<file path="src/rtl/car_lamp_pkg.sv">
// -----------------------------------------------------------------------------
// car_lamp_pkg
// Shared definitions for the rear-lamp controller:
//   - mode_t  : resolved lamp mode, held in the controller's mode register
//   - SEG_*   : 7-segment patterns {g,f,e,d,c,b,a}, 1 = segment lit
// Optional display build macro: CAR_LAMP_DISP_EN (see car_lamp_ctrl).
// -----------------------------------------------------------------------------
package car_lamp_pkg;

   typedef enum logic [2:0] {
      IDLE    = 3'd0,
      LEFT    = 3'd1,
      RIGHT   = 3'd2,
      HAZARD  = 3'd3,
      BRAKE   = 3'd4,
      BRAKE_L = 3'd5,
      BRAKE_R = 3'd6,
      DOOR    = 3'd7
   } mode_t;

   localparam logic [6:0] SEG_0     = 7'h3F;
   localparam logic [6:0] SEG_1     = 7'h06;
   localparam logic [6:0] SEG_2     = 7'h5B;
   localparam logic [6:0] SEG_3     = 7'h4F;
   localparam logic [6:0] SEG_4     = 7'h66;
   localparam logic [6:0] SEG_5     = 7'h6D;
   localparam logic [6:0] SEG_6     = 7'h7D;
   localparam logic [6:0] SEG_7     = 7'h07;
   localparam logic [6:0] SEG_8     = 7'h7F;
   localparam logic [6:0] SEG_9     = 7'h6F;
   localparam logic [6:0] SEG_BLANK = 7'h00;

endpackage

</file>
<file path="src/rtl/seg7_decode.sv">
// -----------------------------------------------------------------------------
// seg7_decode
// BCD digit to 7-segment pattern, purely combinational.
// Ports:
//   bcd   in  4 : BCD digit 0..9 (codes 10..15 show blank)
//   blank in  1 : 1 forces all segments off
//   seg   out 7 : {g,f,e,d,c,b,a}, 1 = lit
// Only compiled when CAR_LAMP_DISP_EN is defined; without the display the
// module has no user and would otherwise appear as a stray top level.
// -----------------------------------------------------------------------------
`ifdef CAR_LAMP_DISP_EN
module seg7_decode
   import car_lamp_pkg::*;
(
   input  logic [3:0] bcd,
   input  logic       blank,
   output logic [6:0] seg
);

   always_comb begin
      seg = SEG_BLANK;
      if (!blank) begin
         case (bcd)
            4'd0:    seg = SEG_0;
            4'd1:    seg = SEG_1;
            4'd2:    seg = SEG_2;
            4'd3:    seg = SEG_3;
            4'd4:    seg = SEG_4;
            4'd5:    seg = SEG_5;
            4'd6:    seg = SEG_6;
            4'd7:    seg = SEG_7;
            4'd8:    seg = SEG_8;
            4'd9:    seg = SEG_9;
            default: seg = SEG_BLANK;
         endcase
      end
   end

endmodule
`endif

</file>
<file path="src/rtl/car_lamp_ctrl.sv">
// -----------------------------------------------------------------------------
// car_lamp_ctrl
// Rear-lamp controller: two LED_W-wide banks showing left/right/hazard
// filling sweeps, brake and door patterns, plus a two-digit count of sweep
// cycles completed in the current mode.
// Parameters:
//   LED_W    : LEDs per side (1..16)
//   STEP_DIV : clock cycles per animation step (>= 2)
// Ports:
//   clk        in  1     : clock, rising edge
//   rstN       in  1     : asynchronous active-low reset
//   rstL/rstR  in  1     : left / right turn requests (level)
//   rstHazard  in  1     : hazard request (level)
//   rstBrake   in  1     : brake pedal (level)
//   rstDoor    in  1     : door open (level)
//   ledL/ledR  out LED_W : lamp banks, bit 0 innermost, 1 = lit
//   ledNum1    out 7     : tens digit {g,f,e,d,c,b,a}
//   ledNum2    out 7     : ones digit
// Build option: define CAR_LAMP_DISP_EN to include the BCD counter and
// 7-segment display; otherwise both digit outputs are tied to 0.
// -----------------------------------------------------------------------------
module car_lamp_ctrl
   import car_lamp_pkg::*;
#(
   parameter int LED_W    = 3,
   parameter int STEP_DIV = 5_000_000
)(
   input  logic             clk,
   input  logic             rstN,
   input  logic             rstL,
   input  logic             rstR,
   input  logic             rstHazard,
   input  logic             rstBrake,
   input  logic             rstDoor,
   output logic [LED_W-1:0] ledL,
   output logic [LED_W-1:0] ledR,
   output logic [6:0]       ledNum1,
   output logic [6:0]       ledNum2
);

   localparam int PW = $clog2(LED_W + 1);
   localparam int CW = (STEP_DIV > 1) ? $clog2(STEP_DIV) : 1;

   mode_t            mode_q, mode_d;
   logic [CW-1:0]    pre_q, pre_d;
   logic [PW-1:0]    phase_q, phase_d;
   logic             mode_load;
   logic             step;
   logic             sweep_mode;
   logic             phase_full;
   logic [LED_W-1:0] sweep_mask;
   logic [LED_W-1:0] door_mask;

   // Strict-priority mode resolution from the raw request levels.
   always_comb begin
      mode_d = IDLE;
      if (rstHazard || (rstL && rstR)) mode_d = HAZARD;
      else if (rstBrake && rstL)       mode_d = BRAKE_L;
      else if (rstBrake && rstR)       mode_d = BRAKE_R;
      else if (rstBrake)               mode_d = BRAKE;
      else if (rstL)                   mode_d = LEFT;
      else if (rstR)                   mode_d = RIGHT;
      else if (rstDoor)                mode_d = DOOR;
   end

   assign mode_load  = (mode_d != mode_q);
   assign step       = (pre_q == CW'(STEP_DIV - 1));
   assign sweep_mode = (mode_q inside {LEFT, RIGHT, HAZARD, BRAKE_L, BRAKE_R});
   assign phase_full = (phase_q == PW'(LED_W));

   // A mode load restarts the animation, and beats a coincident step.
   always_comb begin
      pre_d   = pre_q + 1'b1;
      phase_d = phase_q;
      if (mode_load) begin
         pre_d   = '0;
         phase_d = '0;
      end else if (step) begin
         pre_d = '0;
         if (sweep_mode) begin
            phase_d = phase_full ? '0 : phase_q + 1'b1;
         end else if (mode_q == DOOR) begin
            // Door reuses phase as an on/off flag: 0 = off, 1 = on.
            phase_d = (phase_q == '0) ? PW'(1) : '0;
         end
      end
   end

   always_ff @(posedge clk or negedge rstN) begin
      if (!rstN) begin
         mode_q  <= IDLE;
         pre_q   <= '0;
         phase_q <= '0;
      end else begin
         mode_q  <= mode_d;
         pre_q   <= pre_d;
         phase_q <= phase_d;
      end
   end

   // Phase p lights the p lowest LEDs.
   generate
      for (genvar gi = 0; gi < LED_W; gi++) begin : g_mask
         assign sweep_mask[gi] = (PW'(gi) < phase_q);
      end
   endgenerate

   assign door_mask = (phase_q != '0) ? {LED_W{1'b1}} : '0;

   always_comb begin
      ledL = '0;
      ledR = '0;
      case (mode_q)
         LEFT:    ledL = sweep_mask;
         RIGHT:   ledR = sweep_mask;
         HAZARD:  begin ledL = sweep_mask;     ledR = sweep_mask;     end
         BRAKE:   begin ledL = {LED_W{1'b1}};  ledR = {LED_W{1'b1}};  end
         BRAKE_L: begin ledL = sweep_mask;     ledR = {LED_W{1'b1}};  end
         BRAKE_R: begin ledL = {LED_W{1'b1}};  ledR = sweep_mask;     end
         DOOR:    begin ledL = door_mask;      ledR = door_mask;      end
         default: begin ledL = '0;             ledR = '0;             end
      endcase
   end

`ifdef CAR_LAMP_DISP_EN
   logic       cycle_done;
   logic [3:0] tens_q, tens_d;
   logic [3:0] ones_q, ones_d;

   // Cycle events: sweep wrap, door off->on, or every step while braking.
   assign cycle_done = !mode_load && step &&
                       ((sweep_mode && phase_full) ||
                        ((mode_q == DOOR) && (phase_q == '0)) ||
                        (mode_q == BRAKE));

   always_comb begin
      tens_d = tens_q;
      ones_d = ones_q;
      if (mode_load) begin
         tens_d = '0;
         ones_d = '0;
      end else if (cycle_done && !((tens_q == 4'd9) && (ones_q == 4'd9))) begin
         if (ones_q == 4'd9) begin
            ones_d = '0;
            tens_d = tens_q + 1'b1;
         end else begin
            ones_d = ones_q + 1'b1;
         end
      end
   end

   always_ff @(posedge clk or negedge rstN) begin
      if (!rstN) begin
         tens_q <= '0;
         ones_q <= '0;
      end else begin
         tens_q <= tens_d;
         ones_q <= ones_d;
      end
   end

   seg7_decode u_seg_tens (
      .bcd   (tens_q),
      .blank (mode_q == IDLE),
      .seg   (ledNum1)
   );

   seg7_decode u_seg_ones (
      .bcd   (ones_q),
      .blank (mode_q == IDLE),
      .seg   (ledNum2)
   );
`else
   assign ledNum1 = 7'h00;
   assign ledNum2 = 7'h00;
`endif

endmodule

</file>
<file path="config.mk">
export PLATFORM = sky130hd
export DESIGN_NAME = car_lamp_ctrl
export DESIGN_NICKNAME = d
export VERILOG_FILES = /design/src/rtl/car_lamp_pkg.sv /design/src/rtl/seg7_decode.sv /design/src/rtl/car_lamp_ctrl.sv
export SDC_FILE = /design/constraint.sdc
export NUM_CORES = 1
export LEC_CHECK = 0
export BUFFER_PORTS_ARGS = -buffer_cell sky130_fd_sc_hd__clkbuf_2
export CELL_PAD_IN_SITES_DETAIL_PLACEMENT = 0
export CELL_PAD_IN_SITES_GLOBAL_PLACEMENT = 1
export CORE_AREA = 2 2 76 78
export CTS_BUF_LIST = sky130_fd_sc_hd__clkbuf_4
export DETAILED_ROUTE_END_ITERATION = 8
export DIE_AREA = 0 0 78 80
export GPL_TIMING_DRIVEN = 0
export PLACE_DENSITY_LB_ADDON = 0.1
export SKIP_LAST_GASP = 1
export SLEW_MARGIN = 20
export SYNTH_ARGS = -nofsm -noshare
export SYNTH_HDL_FRONTEND = slang
export SYNTH_SLANG_ARGS = --single-unit
</file>
<file path="constraint.sdc">
create_clock -name clk -period 5 [get_ports clk]
set_input_delay 0.5 -clock clk [delete_from_list [all_inputs] [get_ports clk]]
set_output_delay 0.5 -clock clk [all_outputs]
set_load 0.05 [all_outputs]
</file>
==> metrics.yaml, run 1 <==
cts_tree: "done"
stdcell_count: 285
grt.overflow.total: 0
fin_nets: 224
io_pins: 27
portBuffers: 12
vias: 1330
cts-resized-gates: 0
p_clk_share_pct: 22.8
dieHeight_um: 80
antenna_found_initial: 0
synth_cell_type_count: 39
critical_path.cell_chain: "inv_1 -> ha_1 -> nand2b_1 -> a21oi_1 -> a31o_2 -> clkbuf_2"
dp.cells: 281
final.min_clock_period_ns: 2.345
clk_latency_ns: 0.33
numCtsBuffers: 3
slew_headroom_pct: 49.73
nFillCells: 567
hp-class: "in2async"
synth-seq-cells: 28
rsz0062_at_grt: "no"
status: "finished clean"
diodes: 0
dr.pass1.iters: 4
synthCells: 184
ys_seq_area_share_pct: 38.25
synth.top_cell.area_share_pct: 38.25
synth.avg_cell_area_um2: 9.955
gp_congestion: 0.8392
power.internal_mw: 0.2886
drt_iter0_markers: 99
fin_tns_setup_ns: 0
initial_utilization_pct: 33.89
tightestPinTransition_ns: 0.7471
area_delta_synth_final_pct: 12.29
synthTopCellsByArea: "dfrtp_1, nor2_4, xor2_1"
critical_path_class: "reg2out"
vias_per_cell: 4.667
post_drt_wl_per_cell_um: 12.41
layout_common_cells: "dfrtp_1, nor2_4, nand2_1, xor2_1"
clk_path_buf_depth: 2
seqPwrFrac_pct: 54.7
htreeDepth: 1
die_area_mm2: 0.006240
drv_slew: 0
slowest_delay_ns: 0.45
grt_pass1_wl_um: 6154
placementRows: 27
cp-end-kind: "output port"
grt_max_degree: 29
final_common_cell: "dfrtp_1"
post_cts_buffers: 0
grt_usage_pct: 12.22
yosysWarnings: 0
drive_gt1_share_pct: 28.64
start_kind: "register"
path_max_fanout: 5
setup_viol_count_final: 0
arrival_ns: 1.84
root_buffer: "clkbuf_4"
critPathRequiredTime_ns: 4.50
clk_pin_slew_worst_paths_ns: 0.16
hold_viol: 0
clock-sinks: 28
die_w_um: 78
cts_hold_buffers: 0
leakage_nw: 0.8528
grt_pass1_vias: 1348
skew_ns: 0.007032
core_mm2: 0.005405
p_sw_share_pct: 32.41
maxCapViolCount: 0
drt-total-wl_um: 3538
switchingPower_mw: 0.1384
powerDensity_mw_per_mm2: 207.6
share_comb_of_total_power_pct: 22.5
vdd_drop_max_v: 0.0001145
ant_nets: 0
synth_area_mm2: 0.001832
hpwl_um: 2676
synth_top_cell_by_area: "dfrtp_1"
slowest_stage: "dfrtp_1"
drc: 0
timing.final.crit_share_pct: 46.89
max_freq_mhz: 426.5
## layer usage
layer	share of wire (%)	GRT usage (%)
met5	0	0
met4	0.59	1.754
met2	50	22.33
met1	45	14.82
met3	4.4	3.054
## registers in the layout, summed over array words and instances, names as in the netlist
name,count
phase_q,2
mode_q,3
pre_q,23
## cell type report
type                            instances  area, um2  area share, %
Clock inverter                          1      3.754         0.1825
Multi-Input combinational cell        145      997.2          48.48
Timing Repair Buffer                   12      60.06          2.920
Buffer                                 18      160.2          7.786
Tap cell                               72      90.09          4.380
Inverter                                6      22.52          1.095
Sequential cell                        28      700.7          34.06
Clock buffer                            3      22.52          1.095
## cells in the mapped netlist (all sizes together)
| cell type | count |
|---|---|
| xor2 | 15 |
| or3 | 3 |
| clkbuf | 1 |
| a21bo | 1 |
| conb | 1 |
| buf | 17 |
| or2 | 2 |
| or4 | 2 |
| o21ai | 4 |
| nor4b | 2 |
| or3b | 2 |
| inv | 6 |
| nor3 | 1 |
| a22o | 1 |
| nor4 | 4 |
| nor2 | 28 |
| nand2b | 1 |
| dfrtp | 28 |
| a31o | 2 |
| a211oi | 1 |
| and4 | 1 |
| and3 | 4 |
| nand4 | 11 |
| o31ai | 2 |
| ha | 3 |
| nand2 | 16 |
| a311oi | 1 |
| xnor2 | 7 |
| a21oi | 7 |
| nor3b | 2 |
| nand3 | 8 |
## through the flow
| stage | power [mW] | util, % | setup WS, ns | hold WS, ns | area [um2] |
|---|---|---|---|---|---|
| 6_report | 0.4269 | 38.06 | 2.655 | 0.1960 | 2057 |
| 5_1_grt | 0.4559 | 38.06 | 2.477 | 0.2223 | 2057 |
| 4_1_cts | 0.4371 | 38.06 | 2.617 | 0.2157 | 2057 |
| 3_5_place_dp | 0.3345 | 37.57 | 2.751 | 0.4892 | 2031 |
| 3_3_place_gp | 0.3325 | 37.57 | 2.796 | 0.4818 | 2031 |
| 2_1_floorplan | 0.3164 | - | 2.950 | 0.2044 | 1881 |
## power groups by stage
stage | Combinational [mW] | Sequential [mW] | Clock, mW
floorplan | 0.0796 | 0.237 | 0
global placement | 0.0950 | 0.238 | 0
detailed placement | 0.0968 | 0.238 | 0
CTS | 0.0970 | 0.234 | 0.107
global route | 0.103 | 0.234 | 0.118
finish | 0.0962 | 0.233 | 0.0974
## kinds of logic after synthesis
group / Yosys count / share of synthesized area (%)
simple gates: 87 / 32.10
fa+ha+maj: 3 / 2.049
flops: 28 / 38.25
buf+inv: 24 / 9.972
other cells: 1 / 0.2047
xor+xnor: 22 / 10.52
compound gates: 19 / 6.899
## path summary, 6_finish.rpt
check                                start        end  cells past startpoint  slack [ns]
worst max-delay path            phase_q[1]    ledL[1]                      6        2.66
worst min-delay path                  rstN   pre_q[7]                      1        0.20
max in group asynchronous             rstN   pre_q[8]                      1        4.33
worst min register to register    pre_q[0]   pre_q[0]                      1        0.50
worst max register to register    pre_q[0]  pre_q[13]                      8        2.86
min in group clk                 rstHazard  mode_q[2]                      2        0.40
## critical path: cells and delay by family, from the launching register on
kind	cells	cell delay, ns
AO/OA/AOI/OAI	2	0.35
buffers and inverters	2	0.33
flip-flops	1	0.45
AND/OR/NAND/NOR	1	0.16
adder cells (fa/ha/maj)	1	0.22
No activity file was read; power rests on OpenSTA's default activity.
==> run 2: changes to the inputs <==
Clock period 5 ns to 2.1 ns, I/O delays scaled along.
==> metrics.yaml, run 2 (same netlist as run 1, synthesis figures left out) <==
gp_congestion: 0.8392
rr_startpoint: "mode_q[0]"
final.min_clock_period_ns: 2.007
drt_iter0_markers: 87
tightestPinTransition_ns: 0.7443
post_drt_wl_per_cell_um: 12.50
antenna_found_initial: 0
final_common_cell: "dfrtp_1"
root_buffer: "clkbuf_4"
placed_area_mm2: 0.002031
arrival_ns: 2.28
cp-end-kind: "register"
hp-start: "rstHazard"
share_comb_of_total_power_pct: 23.8
area_delta_synth_final_pct: 18.10
clk_latency_ns: 0.33
gr-usage-met2_pct: 22.67
fin_nets: 233
critPathRequiredTime_ns: 2.37
maxCapViolCount: 0
switchingPower_mw: 0.3326
initial_utilization_pct: 33.89
reg_top3: "pre_q (23), mode_q (3), phase_q (2)"
leakage_nw: 0.9190
vdd_drop_max_v: 0.0002714
dieHeight_um: 80
worst_r2r_endpoint: "pre_q[13]"
critical_path_class: "reg2reg"
drive_gt1_share_pct: 34.23
io_pins: 27
layout_common_cells: "dfrtp_1, buf_4, nor2_4, nand2_1, xor2_1"
drt-total-wl_um: 3675
hp-class: "in2reg"
use_met3_pct: 3.054
slew_headroom_pct: 50.38
dp.cells: 281
drv_slew: 0
skew_ns: 0.007566
clock-sinks: 28
numCtsBuffers: 3
hold_depth: 2
largest_reg_flops: 23
p_clk_share_pct: 22.5
setup_viol_count_final: 0
power.internal_mw: 0.6967
seqPwrFrac_pct: 53.7
vias_per_cell: 4.633
grt_use_met1_pct: 14.89
die_area_mm2: 0.006240
dr.pass1.iters: 4
r2r_cells: 6
drc: 0
stdcell_count: 294
grt_usage_pct: 12.34
start_kind: "register"
clk_pin_slew_worst_paths_ns: 0.16
die_w_um: 78
hold_end: "mode_q[2]"
timing.final.crit_share_pct: 95.55
grt_max_degree: 29
stdcell_area_mm2: 0.002163
core_mm2: 0.005405
powerDensity_mw_per_mm2: 475.8
p_sw_share_pct: 32.32
cts_tree: "done"
hpwl_um: 2676
ant_nets: 0
vias: 1362
grt.overflow.total: 0
htreeDepth: 1
top_register: "pre_q"
clk_path_buf_depth: 2
r2r_slack_ns: 0.09
crit_start: "mode_q[0]"
status: "finished clean"
path_max_fanout: 10
grt_pass1_wl_um: 6223
hold_viol: 0
grt_pass1_vias: 1368
placementRows: 27
diodes: 0
top_usage_layer: "met2"
max_freq_mhz: 498.4
portBuffers: 12
==> run 2: power groups by stage <==
stage | clock network, mW | logic, mW | registers, mW
final | 0.232 | 0.245 | 0.553
after floorplan | 0 | 0.189 | 0.564
after global routing | 0.281 | 0.262 | 0.554
after CTS | 0.254 | 0.238 | 0.554
after global placement | 0 | 0.226 | 0.566
after detailed placement | 0 | 0.230 | 0.566
==> run 2: repair_timing <==
item / in CTS / in global routing
resized for setup: 2 / 10
setup endpoints to repair: 20 / 24
pin swaps: 1 / 2
hold buffers: 1 / 0
setup buffers: 1 / 7
endpoints found under the hold margin: 28 / 0
==> run 2: worst max path at each step <==
stage | slack (ns) | end | depth (start not counted)
after floorplan | 0.18 | pre_q[7] | 6
after global placement | -0.04 | pre_q[4] | 7
after detailed placement | -0.05 | pre_q[13] | 7
after CTS | 0.007 | ledL[1] | 6
after global routing | -0.004 | pre_q[13] | 7
final | 0.09 | pre_q[13] | 6
==> run 2: through the flow <==
| stage | power (mW) | TNS, ns | hold slack [ns] | setup WS [ns] | util [%] |
|---|---|---|---|---|---|
| 3_5_place_dp | 0.7964 | -0.7951 | 0.3177 | -0.05088 | 37.57 |
| 4_1_cts | 1.046 | 0 | 0.08526 | 0.006657 | 38.66 |
| 5_1_grt | 1.098 | -0.005199 | 0.06871 | -0.003885 | 40.02 |
| 3_3_place_gp | 0.7917 | -0.7834 | 0.2996 | -0.04383 | 37.57 |
| 2_1_floorplan | 0.7533 | 0 | -0.08559 | 0.1780 | - |
| 6_report | 1.029 | 0 | 0.1047 | 0.09345 | 40.02 |
==> run 2: layout make-up <==
| cell class | count | area [um2] |
|---|---|---|
| Buffer | 18 | 161.4 |
| Clock buffer | 3 | 22.52 |
| Clock inverter | 1 | 3.754 |
| Fill cell | 569 | 3242 |
| Inverter | 6 | 22.52 |
| Multi-Input combinational cell | 145 | 1027 |
| Sequential cell | 28 | 703.2 |
| Tap cell | 72 | 90.09 |
| Timing Repair Buffer | 21 | 132.6 |
==> run 2: routing by layer <==
metal / wire length [um] / vias to the layer above / part of all wire, %
met5: 0 / - / 0
met4: 21 / 0 / 0.57
met3: 116 / 2 / 3.2
met2: 1885 / 21 / 51
met1: 1651 / 655 / 45
li1: - / 684 / -
==> run 2: worst max-delay path, stage by stage (launching register included) <==
cell and delay (ns):
dfrtp_1 0.40, or4_1 0.52, a22o_1 0.26, or3_1 0.36, buf_6 0.15, buf_12 0.16
nor2_4 0.11
==> run 3: changes to the inputs <==
Settings changed: CELL_PAD_IN_SITES_DETAIL_PLACEMENT 0 to 1, CELL_PAD_IN_SITES_GLOBAL_PLACEMENT 1 to 2, CORE_AREA 2 2 76 78 to 2 2 77 79, DIE_AREA 0 0 78 80 to 0 0 79 81.
==> metrics.yaml, run 3 (same netlist as run 1, synthesis figures left out) <==
core_mm2: 0.005675
largest_reg_flops: 23
top_register: "pre_q"
grt_pass1_vias: 1462
status: "finished clean"
nFillCells: 675
clk_pin_slew_worst_paths_ns: 0.15
slew_headroom_pct: 50.57
design_power_total_mw: 1.015
drive_gt1_share_pct: 31.48
critical_path_class: "reg2reg"
hp-class: "in2reg"
portBuffers: 12
seq_area_um2: 703.2
vias_per_cell: 4.715
clk_latency_ns: 0.33
die_area_mm2: 0.006399
hold_viol: 0
placementRows: 28
critPathRequiredTime_ns: 2.37
grt.overflow.total: 0
setup_viol_count_final: 0
arrival_ns: 2.28
multi_input_area_mm2: 0.001012
fin_tns_setup_ns: 0
reg_top3: "pre_q (23), mode_q (3), phase_q (2)"
tightestPinTransition_ns: 0.7415
max_freq_mhz: 495.9
path_max_fanout: 10
post_drt_wl_per_cell_um: 13.53
grt_max_degree: 29
antenna_found_initial: 0
vdd_drop_max_v: 0.0002296
grt_pass1_wl_um: 6831
root_buffer: "clkbuf_4"
drt_iter0_markers: 40
ant_nets: 0
drv_slew: 0
clk_path_buf_depth: 2
area_delta_synth_final_pct: 15.37
diodes: 0
layout_common_cells: "dfrtp_1, nor2_4, buf_4, nand2_1, xor2_1"
hpwl_um: 2986
io_pins: 27
numCtsBuffers: 3
start_kind: "register"
leakage_nw: 0.8886
post-route-util_pct: 37.24
drt-total-wl_um: 3938
gp_congestion: 0.7801
final.min_clock_period_ns: 2.016
initial_utilization_pct: 32.28
vias: 1372
htreeDepth: 1
cts_tree: "done"
clock-sinks: 28
final_common_cell: "dfrtp_1"
dieHeight_um: 81
powerDensity_mw_per_mm2: 480.2
fin_nets: 228
die_w_um: 79
dr.pass1.iters: 2
drc: 0
cp-end-kind: "register"
skew_ns: 0.007237
maxCapViolCount: 0
grt_usage_pct: 13.30
timing.final.crit_share_pct: 96.02
[run 3: repair_timing]
item / in CTS / in global routing
setup buffers: 1 / 2
resized for setup: 1 / 9
setup endpoints to repair: 20 / 24
hold endpoints to repair: 28 / 0
pin swaps: 1 / 0
hold buffers: 1 / 0
[run 3: worst paths after layout]
path                       startpoint         end  slack (ns)  cells past startpoint
min in group asynchronous        rstN    pre_q[8]        0.44                      2
max in group asynchronous        rstN  phase_q[1]        1.13                      2
min reg2reg                  pre_q[0]    pre_q[0]        0.50                      1
max reg2reg                 mode_q[0]   pre_q[17]        0.08                      6
max                         mode_q[0]   pre_q[17]        0.08                      6
min                         rstHazard   mode_q[2]        0.12                      2
[run 3: layout make-up]
class                   instances  area share (%)
plain buffers                  18           7.638
flip-flops and latches         28           33.27
repair buffers                 16           4.618
multi-input cells             145           47.90
clock buffers                   3           1.066
inverters                       6           1.066
well taps                      75           4.440
[run 3: stage by stage]
step	worst slack, ns	hold slack, ns	std cells	instance area, um2
floorplan	0.1780	-0.08559	197	1881
global placement	-0.07412	0.3013	284	2034
detailed placement	-0.08319	0.3189	284	2034
CTS	0.01234	0.1021	289	2083
global route	-0.006694	0.1093	291	2113
finish	0.08350	0.1212	291	2113
[run 3: metal layers]
layer / vias up / GRT usage [%] / routed length (um)
li1: 674 / - / -
met3: 2 / 1.667 / 95
met1: 676 / 15.21 / 1673
met2: 20 / 25.93 / 2135
met5: - / 0 / 0
met4: 0 / 3.621 / 32
[run 3: power by group]
part           internal (mW)  switching (mW)  leakage, nW
logic                 0.0739           0.160        0.496
clock network         0.0673           0.158       0.0138
registers              0.547         0.00792        0.379
total                  0.688           0.326        0.889
[run 3: critical path, cell delays in order (launching register included)]
cell and delay (ns):
dfrtp_1 0.41, or4_1 0.52, a22o_1 0.26, or3_1 0.36, buf_6 0.15, buf_12 0.15
nor2_4 0.11
